[src/rtl/led_scanner_pkg.sv]
// rtl/led_scanner_pkg.sv - shared types and helpers for the LED scanner
// Contents:
//   mode_e    : scan mode encoding as seen on the mode port
//   dir_e     : scan direction, UP moves toward the MSB of led_pos
//   pos_width : index width for a given LED count (at least 1 bit)
package led_scanner_pkg;

  typedef enum logic [1:0] {
    BOUNCE    = 2'b00,
    WRAP_UP   = 2'b01,
    WRAP_DOWN = 2'b10,
    HOLD      = 2'b11
  } mode_e;

  typedef enum logic {
    DOWN = 1'b0,
    UP   = 1'b1
  } dir_e;

  // A single LED still needs a 1-bit index so the position register exists.
  function automatic int pos_width(input int n);
    return (n > 1) ? $clog2(n) : 1;
  endfunction

endpackage

[src/rtl/led_scanner_tick_divider.sv]
// rtl/led_scanner_tick_divider.sv - step-period divider for the LED scanner
// Ports:
//   clk   : clock, rising edge
//   reset : synchronous active-high reset, clears the count
//   en    : count enable; 0 freezes the count
//   div   : step period minus one, in clk cycles
//   step  : high in any enabled cycle whose rising edge completes a period
module tick_divider #(
  parameter int DIV_W = 26
) (
  input  logic             clk,
  input  logic             reset,
  input  logic             en,
  input  logic [DIV_W-1:0] div,
  output logic             step
);

  logic [DIV_W-1:0] cnt;

  // Compare with >= so that lowering div below the running count produces a
  // step straight away instead of letting cnt run all the way round.
  assign step = en && (cnt >= div);

  always_ff @(posedge clk) begin
    if (reset) begin
      cnt <= '0;
    end else if (en) begin
      if (step) begin
        cnt <= '0;
      end else begin
        cnt <= cnt + 1'b1;
      end
    end
  end

endmodule

[src/rtl/led_scanner.sv]
// rtl/led_scanner.sv - one-hot LED scanner with bounce / wrap / hold modes
// Ports:
//   clk     : clock, rising edge
//   reset   : synchronous active-high reset (pos 0, dir UP, divider cleared)
//   en      : scan enable; 0 freezes divider, position and direction
//   mode    : 00 BOUNCE, 01 WRAP_UP, 10 WRAP_DOWN, 11 HOLD (sampled on steps)
//   div     : step period minus one, in clk cycles
//   led_pos : registered one-hot decode of the current position
//   dir     : current direction, 1 toward MSB
//   tick    : one-cycle pulse in the first cycle a new led_pos is visible
module led_scanner
  import led_scanner_pkg::*;
#(
  parameter int N_LEDS = 8,
  parameter int DIV_W  = 26
) (
  input  logic              clk,
  input  logic              reset,
  input  logic              en,
  input  logic [1:0]        mode,
  input  logic [DIV_W-1:0]  div,
  output logic [N_LEDS-1:0] led_pos,
  output logic              dir,
  output logic              tick
);

  localparam int              POS_W   = pos_width(N_LEDS);
  localparam logic [POS_W-1:0] POS_MAX = POS_W'(N_LEDS - 1);

  logic             step;
  mode_e            mode_s;
  dir_e             dir_q, dir_next;
  logic [POS_W-1:0] pos_q, pos_next;

  assign mode_s = mode_e'(mode);

  function automatic logic [N_LEDS-1:0] decode(input logic [POS_W-1:0] p);
    logic [N_LEDS-1:0] v;
    v    = '0;
    v[p] = 1'b1;
    return v;
  endfunction

  tick_divider #(
    .DIV_W (DIV_W)
  ) u_div (
    .clk   (clk),
    .reset (reset),
    .en    (en),
    .div   (div),
    .step  (step)
  );

  // Direction state register; it only moves on step cycles.
  always_ff @(posedge clk) begin
    if (reset) begin
      dir_q <= UP;
    end else if (step) begin
      dir_q <= dir_next;
    end
  end

  // Next direction and position for a step in the current mode.
  always_comb begin
    dir_next = dir_q;
    pos_next = pos_q;
    case (mode_s)
      BOUNCE: begin
        // With one LED there is nowhere to bounce: position and
        // direction both stay put.
        if (N_LEDS > 1) begin
          if (dir_q == UP) begin
            if (pos_q == POS_MAX) begin
              pos_next = pos_q - 1'b1;
              dir_next = DOWN;
            end else begin
              pos_next = pos_q + 1'b1;
            end
          end else begin
            if (pos_q == '0) begin
              pos_next = pos_q + 1'b1;
              dir_next = UP;
            end else begin
              pos_next = pos_q - 1'b1;
            end
          end
        end
      end
      WRAP_UP: begin
        dir_next = UP;
        pos_next = (pos_q == POS_MAX) ? '0 : pos_q + 1'b1;
      end
      WRAP_DOWN: begin
        dir_next = DOWN;
        pos_next = (pos_q == '0) ? POS_MAX : pos_q - 1'b1;
      end
      default: begin
        dir_next = dir_q;
        pos_next = pos_q;
      end
    endcase
  end

  // Direction output.
  always_comb begin
    dir = dir_q;
  end

  // Position, its one-hot image and tick all update on the same edge, so
  // tick marks exactly the first cycle of each new led_pos value.
  always_ff @(posedge clk) begin
    if (reset) begin
      pos_q   <= '0;
      led_pos <= N_LEDS'(1);
      tick    <= 1'b0;
    end else begin
      tick <= step;
      if (step) begin
        pos_q   <= pos_next;
        led_pos <= decode(pos_next);
      end
    end
  end

endmodule

[config.mk]
export PLATFORM = sky130hd
export DESIGN_NAME = led_scanner
export DESIGN_NICKNAME = d
export VERILOG_FILES = /design/src/rtl/led_scanner_pkg.sv /design/src/rtl/led_scanner_tick_divider.sv /design/src/rtl/led_scanner.sv
export SDC_FILE = /design/constraint.sdc
export NUM_CORES = 1
export LEC_CHECK = 0
export CAP_MARGIN = 20
export CORE_MARGIN = 2
export CORE_UTILIZATION = 43
export DETAILED_ROUTE_END_ITERATION = 8
export HOLD_SLACK_MARGIN = 0.1
export PLACE_DENSITY = 0.65
export SLEW_MARGIN = 20
export SYNTH_ARGS = -nofsm -noshare
export SYNTH_HDL_FRONTEND = slang
export SYNTH_HIERARCHICAL = 1
export SYNTH_SLANG_ARGS = --single-unit
[constraint.sdc]
create_clock -name clk -period 6.15 [get_ports clk]
set_input_delay 1.845 -clock clk [delete_from_list [all_inputs] [get_ports clk]]
set_output_delay 1.845 -clock clk [all_outputs]
set_load 0.02 [all_outputs]
Word level (Yosys, flattened, before mapping):

Cells that the tools add are included.

* register bits after elaboration: 39
* bits of input ports: 31
* logic and storage cells: 33
* output and inout bits: 10

* reductions and logical operators: 6
* $lt $le $gt $ge: 3
* $add $sub $neg: 3
* equality and inequality tests: 3
* mux-type cells: 13

Operators by type and width (count)
* $add A26 B1 Y26 const B: 1
* $ge A26 B26 Y1: 1
* $mux W26: 1
* $mux W3: 5
* $pmux W3 S3: 1
* $lt A3 B4 Y1 const B: 1
* $mux W1: 4
* $add A3 B1 Y3 const B: 1
* $demux W1 S3: 1
* $eq A3 B3 Y1 const B: 1
* $ge A3 B1 Y1 const B: 1
* $logic_not A3 Y1: 1
* $pmux W1 S3: 1
* $reduce_bool A3 Y1: 1
* $sub A3 B1 Y3 const B: 1
* $eq A2 B1 Y1 const B: 1
* $eq A2 B2 Y1 const B: 1
* $logic_and A1 B1 Y1: 2
* $logic_not A2 Y1: 1
* $reduce_and A2 Y1: 1

Logic depth before layout (Yosys ltp):

Gate-level depths: netlist of run 1.

* depth in word-level cells: 8
* mapped depth: 12
* mapped depth without buffers: 10

Modules after synthesis:

The synthesis of run 1 kept the hierarchy.

Modules (own cells, without submodules)
* tick_divider: area an instance 2008.2 µm², sequential area each 520.5 µm², times used 1, cells each 233
* led_scanner: area an instance 838.3 µm², sequential area each 260.2 µm², times used 1, cells each 94

Worst setup path before layout of run 1:

OpenSTA, ideal clock, no wires.

* path type: input to register
* from: input div[16]
* to: register led_pos[2]
* data required time: 6049 ps
* stages on the path: 11
* arrival: 3954 ps
* setup slack: 2095 ps
* path through: inv_1 > ha_1 > nand4_1 > nor3_1 > and3_1 > a211oi_2 > a21boi_4 > buf_6 > inv_1 > or3_4 > o41ai_1

* longest elaborated chain between the ends: 2

Ends and longest elaborated chain
* from (decl): line led_scanner.sv:21 `input logic [DIV_W-1:0] div,`
* $ge A26 B26 Y1: line led_scanner_tick_divider.sv:22 `assign step = en && (cnt >= div);`
* $logic_and A1 B1 Y1: line led_scanner_tick_divider.sv:22
* named net step: line led_scanner.sv:30 `logic step;`
* to (signal assigned): line led_scanner.sv:120 `led_pos <= decode(pos_next);`
* to (decl): line led_scanner.sv:22 `output logic [N_LEDS-1:0] led_pos,`

The timed path passes the listed nets, and every way through them passes these cells.
A chain may end at the register's enable or synchronous reset.

Final worst setup path of run 1:

* from: input div[24]
* to: register led_pos[1]

The elaborated chain is that of the path after synthesis.

==> flow_summary.toml, run 1 <==
[run_status]
status = "completed"

[clock_network]
clkTransAtPathRegs_ns = 0.08
cts_resized = 0
cts_tree = "done"
cts_setup_buffers = 0
numCtsBuffers = 5
cts_root_buf = "clkbuf_8"
h-tree-depth = 2
worstSkewPairLatency_ns = 0.29
hold_buffers = 0
clock_sink_count = 39
cts_buffer_depth = 2

[critical_path]
crit_arrival_ns = 4.74
cp_cell_sequence = "clkdlybuf4s50_1 -> inv_1 -> ha_1 -> nand4_1 -> nor3_2 -> and3_1 -> a211oi_2 -> a21boi_4 -> buf_4 -> o21ai_0 -> o41ai_1"
critPathMaxFanout = 26
crit_path_start_kind = "input port"
worstSetupEndpointType = "flip-flop"
slowest_stage = "clkdlybuf4s50_1"
required_ns = 6.34
max_stage_delay_ns = 0.45
critical_path_class = "input port to flip-flop"

[placed_design]
gp_congestion = 0.7754
dp_slack_ns = 1.247
hpwlAfterDp_mm = 4.667
port_buffers = 40

[floorplanning]
die_h_um = 85.36
die_w_um = 85.36
ioPinCount = 41
core.rowCount = 29
initial_utilization_pct = 44.57
core-area_um2 = 6386
die-area_um2 = 7286

[timing]
period_needed_ns = 4.555
relSlewSlack_pct = 47.49
worstMarginPinSlew_ns = 0.7775
finalHoldViolCount = 0
clock_skew_ns = 0.005449
finalMaxSlewViolations = 0
setup_viol = 0
period_share_pct = 74.07
rsz0062_at_grt = "no"
timing.fmax_ghz = 0.2195
fin_ws_ns = 1.595
fin_tns_setup_ns = 0

[yosys]
yosysWarnings = 6
synthMuxAreaShare_pct = 0.7033
synth_area_per_cell_um2 = 8.705
synth_commonest_cells = "inv_1, dfxtp_1, ha_1, nand2_1, nor3_2"
synth_fp_nets = 393
syn_area_um2 = 2846
synth-edff-count = 0
synthAdderAreaFrac_pct = 15.38
synthXorXnorAreaFrac_pct = 7.077
synth-simple-area-share_pct = 24.66
synth_compound_area_share_pct = 16.97
async_reset_ff_share_pct = 0
ys_types = 55
yosysTopAreaCell = "dfxtp_1"
synth.most_common_cell = "inv_1"
yosys-top-cells-area = "dfxtp_1, ha_1, nor3_2"
synth_top_family_by_area = "simple AND/OR/NAND/NOR gates"
synth_top_area_share_pct = 27.43
synth_ff_type = "dfxtp_1"
syn_inst = 327
ys_seq_elements = 39
seq_area_frac_synth_pct = 27.43

[grt]
grt-ovfl-total = 0
grt_pass1_vias = 2351
grt_first_pass_wirelength_mm = 10.62
grt_usage_pct = 17.58
grt_start_max_net_pins = 27
antenna_found_initial = 0

[hold_path]
hold_class = "flip-flop to flip-flop"

[finish]
multi_input_area_um2 = 1844
layout-drive-gt1-share_pct = 11.17
antenna_cells = 0
synthToLayoutAreaGrowth_pct = 19.82
fill_cells = 605
nets = 432
seqCellArea_um2 = 780.7
finish.utilization_pct = 53.41

[detailed_routing]
drt_iter0_markers = 76
wirelength_mm = 6.075
routed_via_density = 5.462
drc_errors = 0
first_pass_iters = 5
avgRoutedWirePerCell_um = 13.68
ant_nets = 0
vias = 2425

[power_and_ir_drop]
leakage_uw = 0.001442
vdd_drop_max_uv = 123.9
cellPowerDensity_nw_per_um2 = 158.0

[run]
maxCapViolCount = 0
==> kinds of logic after synthesis <==
group | after synthesis
AND/OR/NAND/NOR | 114
AO/OA/AOI/OAI | 61
buffers and inverters | 53
flip-flops | 39
adder cells (fa/ha/maj) | 35
XOR/XNOR | 23
multiplexers | 2
==> worst max-delay path: cells and delay by family <==
family	cells	cell delay [ns]
AND/OR/NAND/NOR	3	0.74
AO/OA/AOI/OAI	4	0.97
adder cells (fa/ha/maj)	1	0.29
buffers and inverters	3	0.88
==> power breakdown <==
| part | internal (uW) | switching [uW] |
|---|---|---|
| combinational | 33.1 | 30.3 |
| clock | 121 | 96.7 |
| sequential | 254 | 3.58 |
| total | 408 | 131 |
==> metal layers <==
layer	routed length (um)	GRT usage [%]	vias to the layer above	share of wire, %
met2	2919	30.04	41	48
met1	2847	22.40	1123	47
met4	61	5.051	0	1.0
met3	247	3.502	7	4.1
li1	-	-	1254	-
met5	0	0	-	0
==> sequential cells by signal, summed over array words and instances (netlist names) <==
signal,count
pos_q,3
u_div/cnt,26
tick,1
dir,1
led_pos,8
==> cell usage in the layout, fill, tap and decap left out, types with 14 or more instances in the layout <==
cell              n
inv_1            42
ha_1             35
clkdlybuf4s50_1  40
nand2_1          21
a21oi_1          14
nand4_1          14
dfxtp_1          39
nor3_2           21
xor2_1           16
nand3_1          16
==> stage by stage <==
stage                     std cells  total power (uW)  cell area [um2]  hold WS (ns)
after floorplan                 327             299.3             2846        0.4796
after global placement          436             326.5             3298        0.4665
after detailed placement        436             327.5             3298        0.4732
after CTS                       444             545.1             3411        0.5016
after global routing            444             562.2             3411        0.5193
final                           444             539.0             3411        0.4957
==> worst paths after layout <==
check	startpoint	to	slack, ns	cells after the start
setup / recovery	div[24]	led_pos[1]	1.59	11
hold / removal	led_pos[6]	led_pos[6]	0.50	2
setup reg to reg	u_div/cnt[16]	led_pos[1]	3.27	9
hold reg to reg	led_pos[6]	led_pos[6]	0.50	2
==> area by class of cell <==
class                   instances  area share (%)
inverters                      43           4.732
flip-flops and latches         39           22.89
well taps                      77           2.825
clock buffers                   5           2.018
clock inverters                 3           1.284
multi-input cells             235           54.07
repair buffers                 42           12.18
(Power assumes the default switching activity.)
==> run 2: changes to the inputs <==
--- a/config.mk
+++ b/config.mk
@@ -10,7 +10,7 @@
 export CORE_UTILIZATION = 43
 export DETAILED_ROUTE_END_ITERATION = 8
 export HOLD_SLACK_MARGIN = 0.1
-export PLACE_DENSITY = 0.65
+export PLACE_DENSITY = 0.68
 export SLEW_MARGIN = 20
 export SYNTH_ARGS = -nofsm -noshare
 export SYNTH_HDL_FRONTEND = slang
==> constraint.sdc (replaced) <==
create_clock -name clk -period 4 [get_ports clk]
set_input_delay 1.2 -clock clk [delete_from_list [all_inputs] [get_ports clk]]
set_output_delay 1.2 -clock clk [all_outputs]
set_load 0.02 [all_outputs]
==> run 2 against run 1 <==
Net effect: via count down 1.1%; register-to-register slack got worse by 1.9 ns; largest cell class unchanged; non-clock buffer count increased by 2; utilization barely moved; first-iteration DRC count is 26% higher.
==> flow_summary.toml, run 2 (synthesis gave the netlist of run 1 again) <==
[critical_path]
crit_arrival_ns = 3.82
crit_path_start_kind = "input port"
crit_end = "led_pos[2]"
required_ns = 4.19
reg2reg_from = "u_div/cnt[16]"
critical_path_class = "input port to flip-flop"
worstSetupStartpoint = "div[16]"
ff2ff_setup_slack_ns = 1.37
r2r_end = "led_pos[2]"
worstSetupEndpointType = "flip-flop"
reg2reg_depth = 9
critPathMaxFanout = 5

[floorplanning]
ioPinCount = 41
die-area_um2 = 7286
die_w_um = 85.36
die_h_um = 85.36
core-area_um2 = 6386
initial_utilization_pct = 44.57
core.rowCount = 29

[finish]
regMostFlops = "u_div/cnt"
nets = 434
antenna_cells = 0
synthToLayoutAreaGrowth_pct = 19.91
reg_top3 = "u_div/cnt: 26 flops, led_pos: 8 flops, pos_q: 3 flops"
layout-drive-gt1-share_pct = 11.38
largest_reg_flops = 26
finish.utilization_pct = 53.45
multi_input_area_um2 = 1844
seqCellArea_um2 = 780.7
layout_commonest_cell = "inv_1"
fill_cells = 603
mostFrequentLayoutCells = "inv_1, clkdlybuf4s50_1, dfxtp_1, ha_1"

[power_and_ir_drop]
switchingPower_uw = 185.6
cellPowerDensity_nw_per_um2 = 230.3
vdd_drop_max_uv = 142.2
p_int_uw = 600.5
combPwrFrac_pct = 12.5
seqPwrFrac_pct = 50.5
p_clk_share_pct = 37.0
leakage_uw = 0.001444
p_sw_share_pct = 23.61

[timing]
clock_skew_ns = 0.004509
timing.fmax_ghz = 0.2753
worstMarginPinSlew_ns = 0.6332
finalHoldViolCount = 0
fin_tns_setup_ns = 0
rsz0062_at_grt = "no"
relSlewSlack_pct = 57.34
finalMaxSlewViolations = 0
period_share_pct = 90.79
setup_viol = 0
period_needed_ns = 3.632

[clock_network]
numCtsBuffers = 5
worstSkewPairLatency_ns = 0.29
clock_sink_count = 39
cts_buffer_depth = 2
h-tree-depth = 2
cts_setup_buffers = 0
cts_root_buf = "clkbuf_8"
cts_tree = "done"
clkTransAtPathRegs_ns = 0.07
hold_buffers = 0
cts_resized = 0

[detailed_routing]
avgRoutedWirePerCell_um = 13.39
routed_via_density = 5.377
ant_nets = 0
wirelength_mm = 5.970
drc_errors = 0
vias = 2398
first_pass_iters = 4
drt_iter0_markers = 96

[grt]
grt_pass1_vias = 2380
grt_start_max_net_pins = 40
grt_first_pass_wirelength_mm = 10.75
antenna_found_initial = 0
grt_usage_pct = 17.74
grt-ovfl-total = 0

[run]
maxCapViolCount = 0

[placed_design]
hpwlAfterDp_mm = 4.473
port_buffers = 40
gp_congestion = 0.8236

[run_status]
status = "completed"

[hold_path]
hold_class = "flip-flop to flip-flop"
[run 2: changes by cell type in the layout (fill, tap and decap cells not counted)]
cell and change:
buf_4 +2, clkbuf_8 +2, bufinv_16 -1, clkbuf_1 +1, clkinv_2 -1, clkinv_4 -1
[run 2: routing by layer]
layer,vias to the layer above,GRT usage (%),wire [um]
li1,1253,-,-
met1,1091,22.97,2874
met2,50,30.04,2786
met3,4,4.377,267
met4,0,3.608,41
met5,-,0,0
[run 2: worst max-delay path: stages]
cell and delay (ns):
clkdlybuf4s50_1 0.45, inv_1 0.04, ha_1 0.30, nand4_1 0.15, nor3_1 0.35, and3_1 0.24, a211oi_2 0.08, a21boi_4 0.22
inv_1 0.08, or3_4 0.42, o41ai_1 0.30
[run 2: layout make-up]
cell class,instances,area share [%]
Tap cell,77,2.823
Sequential cell,39,22.87
Inverter,43,4.729
Clock buffer,8,2.933
Multi-Input combinational cell,235,54.03
Timing Repair Buffer,44,12.61
[run 2: power groups by stage]
stage / clock network, uW / logic [uW] / registers, uW
floorplan: 0 / 55.9 / 404
detailed placement: 0 / 99.1 / 406
global route: 320 / 113 / 398
global placement: 0 / 97.7 / 406
finish: 291 / 98.4 / 397
CTS: 302 / 99.8 / 397
[run 2: worst min path at each step]
| stage | end | start | cells after the start | slack (ns) |
|---|---|---|---|---|
| after floorplan | pos_q[0] | pos_q[0] | 2 | 0.48 |
| after global placement | led_pos[5] | led_pos[5] | 2 | 0.46 |
| after detailed placement | led_pos[1] | led_pos[1] | 2 | 0.47 |
| after CTS | led_pos[6] | led_pos[6] | 2 | 0.49 |
| after global routing | led_pos[2] | led_pos[2] | 2 | 0.51 |
| final | led_pos[6] | led_pos[6] | 2 | 0.49 |
[run 2: stage by stage]
| stage | power, uW | hold slack (ns) | instance area [um2] | std cells | setup WS [ns] |
|---|---|---|---|---|---|
| finish | 786.1 | 0.4904 | 3413 | 446 | 0.3682 |
| global route | 830.5 | 0.5072 | 3413 | 446 | 0.1463 |
| CTS | 798.1 | 0.4909 | 3413 | 446 | 0.3545 |
| detailed placement | 505.2 | 0.4662 | 3313 | 438 | 0.04414 |
| global placement | 503.8 | 0.4644 | 3313 | 438 | 0.1507 |
| floorplan | 460.2 | 0.4796 | 2846 | 327 | 0.5897 |
==> run 3: changes to the inputs <==
--- a/config.mk
+++ b/config.mk
@@ -10,7 +10,7 @@
 export CORE_UTILIZATION = 43
 export DETAILED_ROUTE_END_ITERATION = 8
 export HOLD_SLACK_MARGIN = 0.1
-export PLACE_DENSITY = 0.68
+export PLACE_DENSITY = 0.7
 export SLEW_MARGIN = 20
 export SYNTH_ARGS = -nofsm -noshare
 export SYNTH_HDL_FRONTEND = slang
==> constraint.sdc (replaced) <==
create_clock -name clk -period 3.75 [get_ports clk]
set_input_delay 1.125 -clock clk [delete_from_list [all_inputs] [get_ports clk]]
set_output_delay 1.125 -clock clk [all_outputs]
set_load 0.02 [all_outputs]
==> run 3 against run 2 <==
Net effect: die area stayed put; final area grew 0.95%; via count rose by 1.6%; sequential power is 6.8% higher; clock skew about the same; cell count is 1.1% higher.
==> flow_summary.toml, run 3 (synthesis gave the netlist of run 1 again) <==
[critical_path]
required_ns = 3.94
worstSetupStartpoint = "div[16]"
crit_arrival_ns = 3.74
crit_top_cell = "inv_1"
critPathMaxFanout = 4
slowest_stage = "clkdlybuf4s50_1"
crit_path_start_kind = "input port"
max_stage_delay_ns = 0.45
cp_cell_sequence = "clkdlybuf4s50_1 -> inv_1 -> ha_1 -> nand4_1 -> nor3_1 -> buf_4 -> nand3_1 -> a21boi_4 -> inv_1 -> or3_4 -> o41ai_1"
reg2reg_from = "u_div/cnt[16]"
worstSetupEndpointType = "flip-flop"
critical_path_class = "input port to flip-flop"

[timing]
period_needed_ns = 3.543
period_share_pct = 94.47
worstMarginPinSlew_ns = 0.6424
clock_skew_ns = 0.004844
relSlewSlack_pct = 57.04
fin_tns_setup_ns = 0
finalMaxSlewViolations = 0
setup_viol = 0
timing.fmax_ghz = 0.2823
rsz0062_at_grt = "no"
finalHoldViolCount = 0

[hold_path]
hp-start = "led_pos[7]"
hold_class = "flip-flop to flip-flop"

[floorplanning]
core.rowCount = 29
ioPinCount = 41
die_h_um = 85.36
core-area_um2 = 6386
die-area_um2 = 7286
die_w_um = 85.36
initial_utilization_pct = 44.57

[finish]
synthToLayoutAreaGrowth_pct = 21.05
reg_top3 = "u_div/cnt: 26 flops, led_pos: 8 flops, pos_q: 3 flops"
antenna_cells = 0
fill_cells = 612
layout-drive-gt1-share_pct = 12.83
regMostFlops = "u_div/cnt"
seqCellArea_um2 = 780.7
layout_commonest_cell = "inv_1"
mostFrequentLayoutCells = "inv_1, clkdlybuf4s50_1, dfxtp_1, ha_1"
nets = 440
multi_input_area_um2 = 1844
largest_reg_flops = 26
postLayoutCellArea_um2 = 3446

[clock_network]
cts_tree = "done"
cts_buffer_depth = 2
cts_setup_buffers = 0
worstSkewPairLatency_ns = 0.30
h-tree-depth = 2
cts_resized = 0
hold_buffers = 0
cts_root_buf = "clkbuf_8"
clock_sink_count = 39
clkTransAtPathRegs_ns = 0.08
numCtsBuffers = 5

[detailed_routing]
drt_iter0_markers = 61
vias = 2436
ant_nets = 0
wirelength_mm = 5.957
avgRoutedWirePerCell_um = 13.21
drc_errors = 0
first_pass_iters = 7
routed_via_density = 5.401

[grt]
grt_first_pass_wirelength_mm = 10.41
grt_start_max_net_pins = 24
grt-ovfl-total = 0
grt_pass1_vias = 2314
grt_usage_pct = 17.36
antenna_found_initial = 0

[placed_design]
place_area_um2 = 3358
hpwlAfterDp_mm = 4.531
port_buffers = 40
gp_congestion = 0.7999

[run_status]
status = "completed"

[power_and_ir_drop]
leakage_uw = 0.001469
cellPowerDensity_nw_per_um2 = 238.8
vdd_drop_max_uv = 169.2

[run]
maxCapViolCount = 0
[run 3: cell count changes in the layout (fill, tap and decap cells not counted)]
cell,delta
clkbuf_8,-1
clkbuf_1,-1
clkinv_2,+1
buf_4,+6
[run 3: area by class of cell]
class	count	area share (%)
Tap cell	77	2.796
Clock buffer	6	2.397
Inverter	43	4.684
Multi-Input combinational cell	235	53.52
Timing Repair Buffer	50	13.80
Sequential cell	39	22.66
Clock inverter	1	0.1452
[run 3: final timing paths]
path / cells after the start / slack [ns] / to
worst min-delay path: 2 / 0.49 / led_pos[7]
worst max-delay path: 11 / 0.21 / led_pos[2]
worst max register to register: 9 / 1.13 / led_pos[2]
worst min register to register: 2 / 0.49 / led_pos[7]
[run 3: power breakdown]
| part | total, uW | internal [uW] | leakage, uW | switching, uW |
|---|---|---|---|---|
| clock | 293 | 144 | 0.0000470 | 148 |
| combinational | 106 | 56.2 | 0.00111 | 50.3 |
| sequential | 424 | 417 | 0.000315 | 6.28 |
| total | 823 | 618 | 0.00147 | 205 |
[run 3: stage by stage]
step / power (uW) / util (%) / cells / worst slack [ns] / hold slack [ns]
detailed placement: 539.9 / 52.59 / 444 / -0.08309 / 0.4672
CTS: 832.6 / 53.96 / 451 / 0.2237 / 0.4919
floorplan: 490.9 / - / 327 / 0.4147 / 0.4796
finish: 822.7 / 53.96 / 451 / 0.2073 / 0.4903
global placement: 537.2 / 52.59 / 444 / 0.05475 / 0.4697
global route: 865.8 / 53.96 / 451 / 0.01192 / 0.5042
[run 3: layer usage]
| layer | routed length (um) | up-vias | global-route usage, % |
|---|---|---|---|
| met5 | 0 | - | 0 |
| met1 | 2890 | 1126 | 23.62 |
| met4 | 60 | 0 | 3.896 |
| li1 | - | 1256 | - |
| met2 | 2699 | 48 | 27.41 |
| met3 | 306 | 6 | 4.864 |
[run 3: worst max-delay path: cells and delay by family]
kind	cells	cell delay, ns
compound gates	2	0.50
buf+inv	4	0.74
fa+ha+maj	1	0.29
simple gates	4	1.07
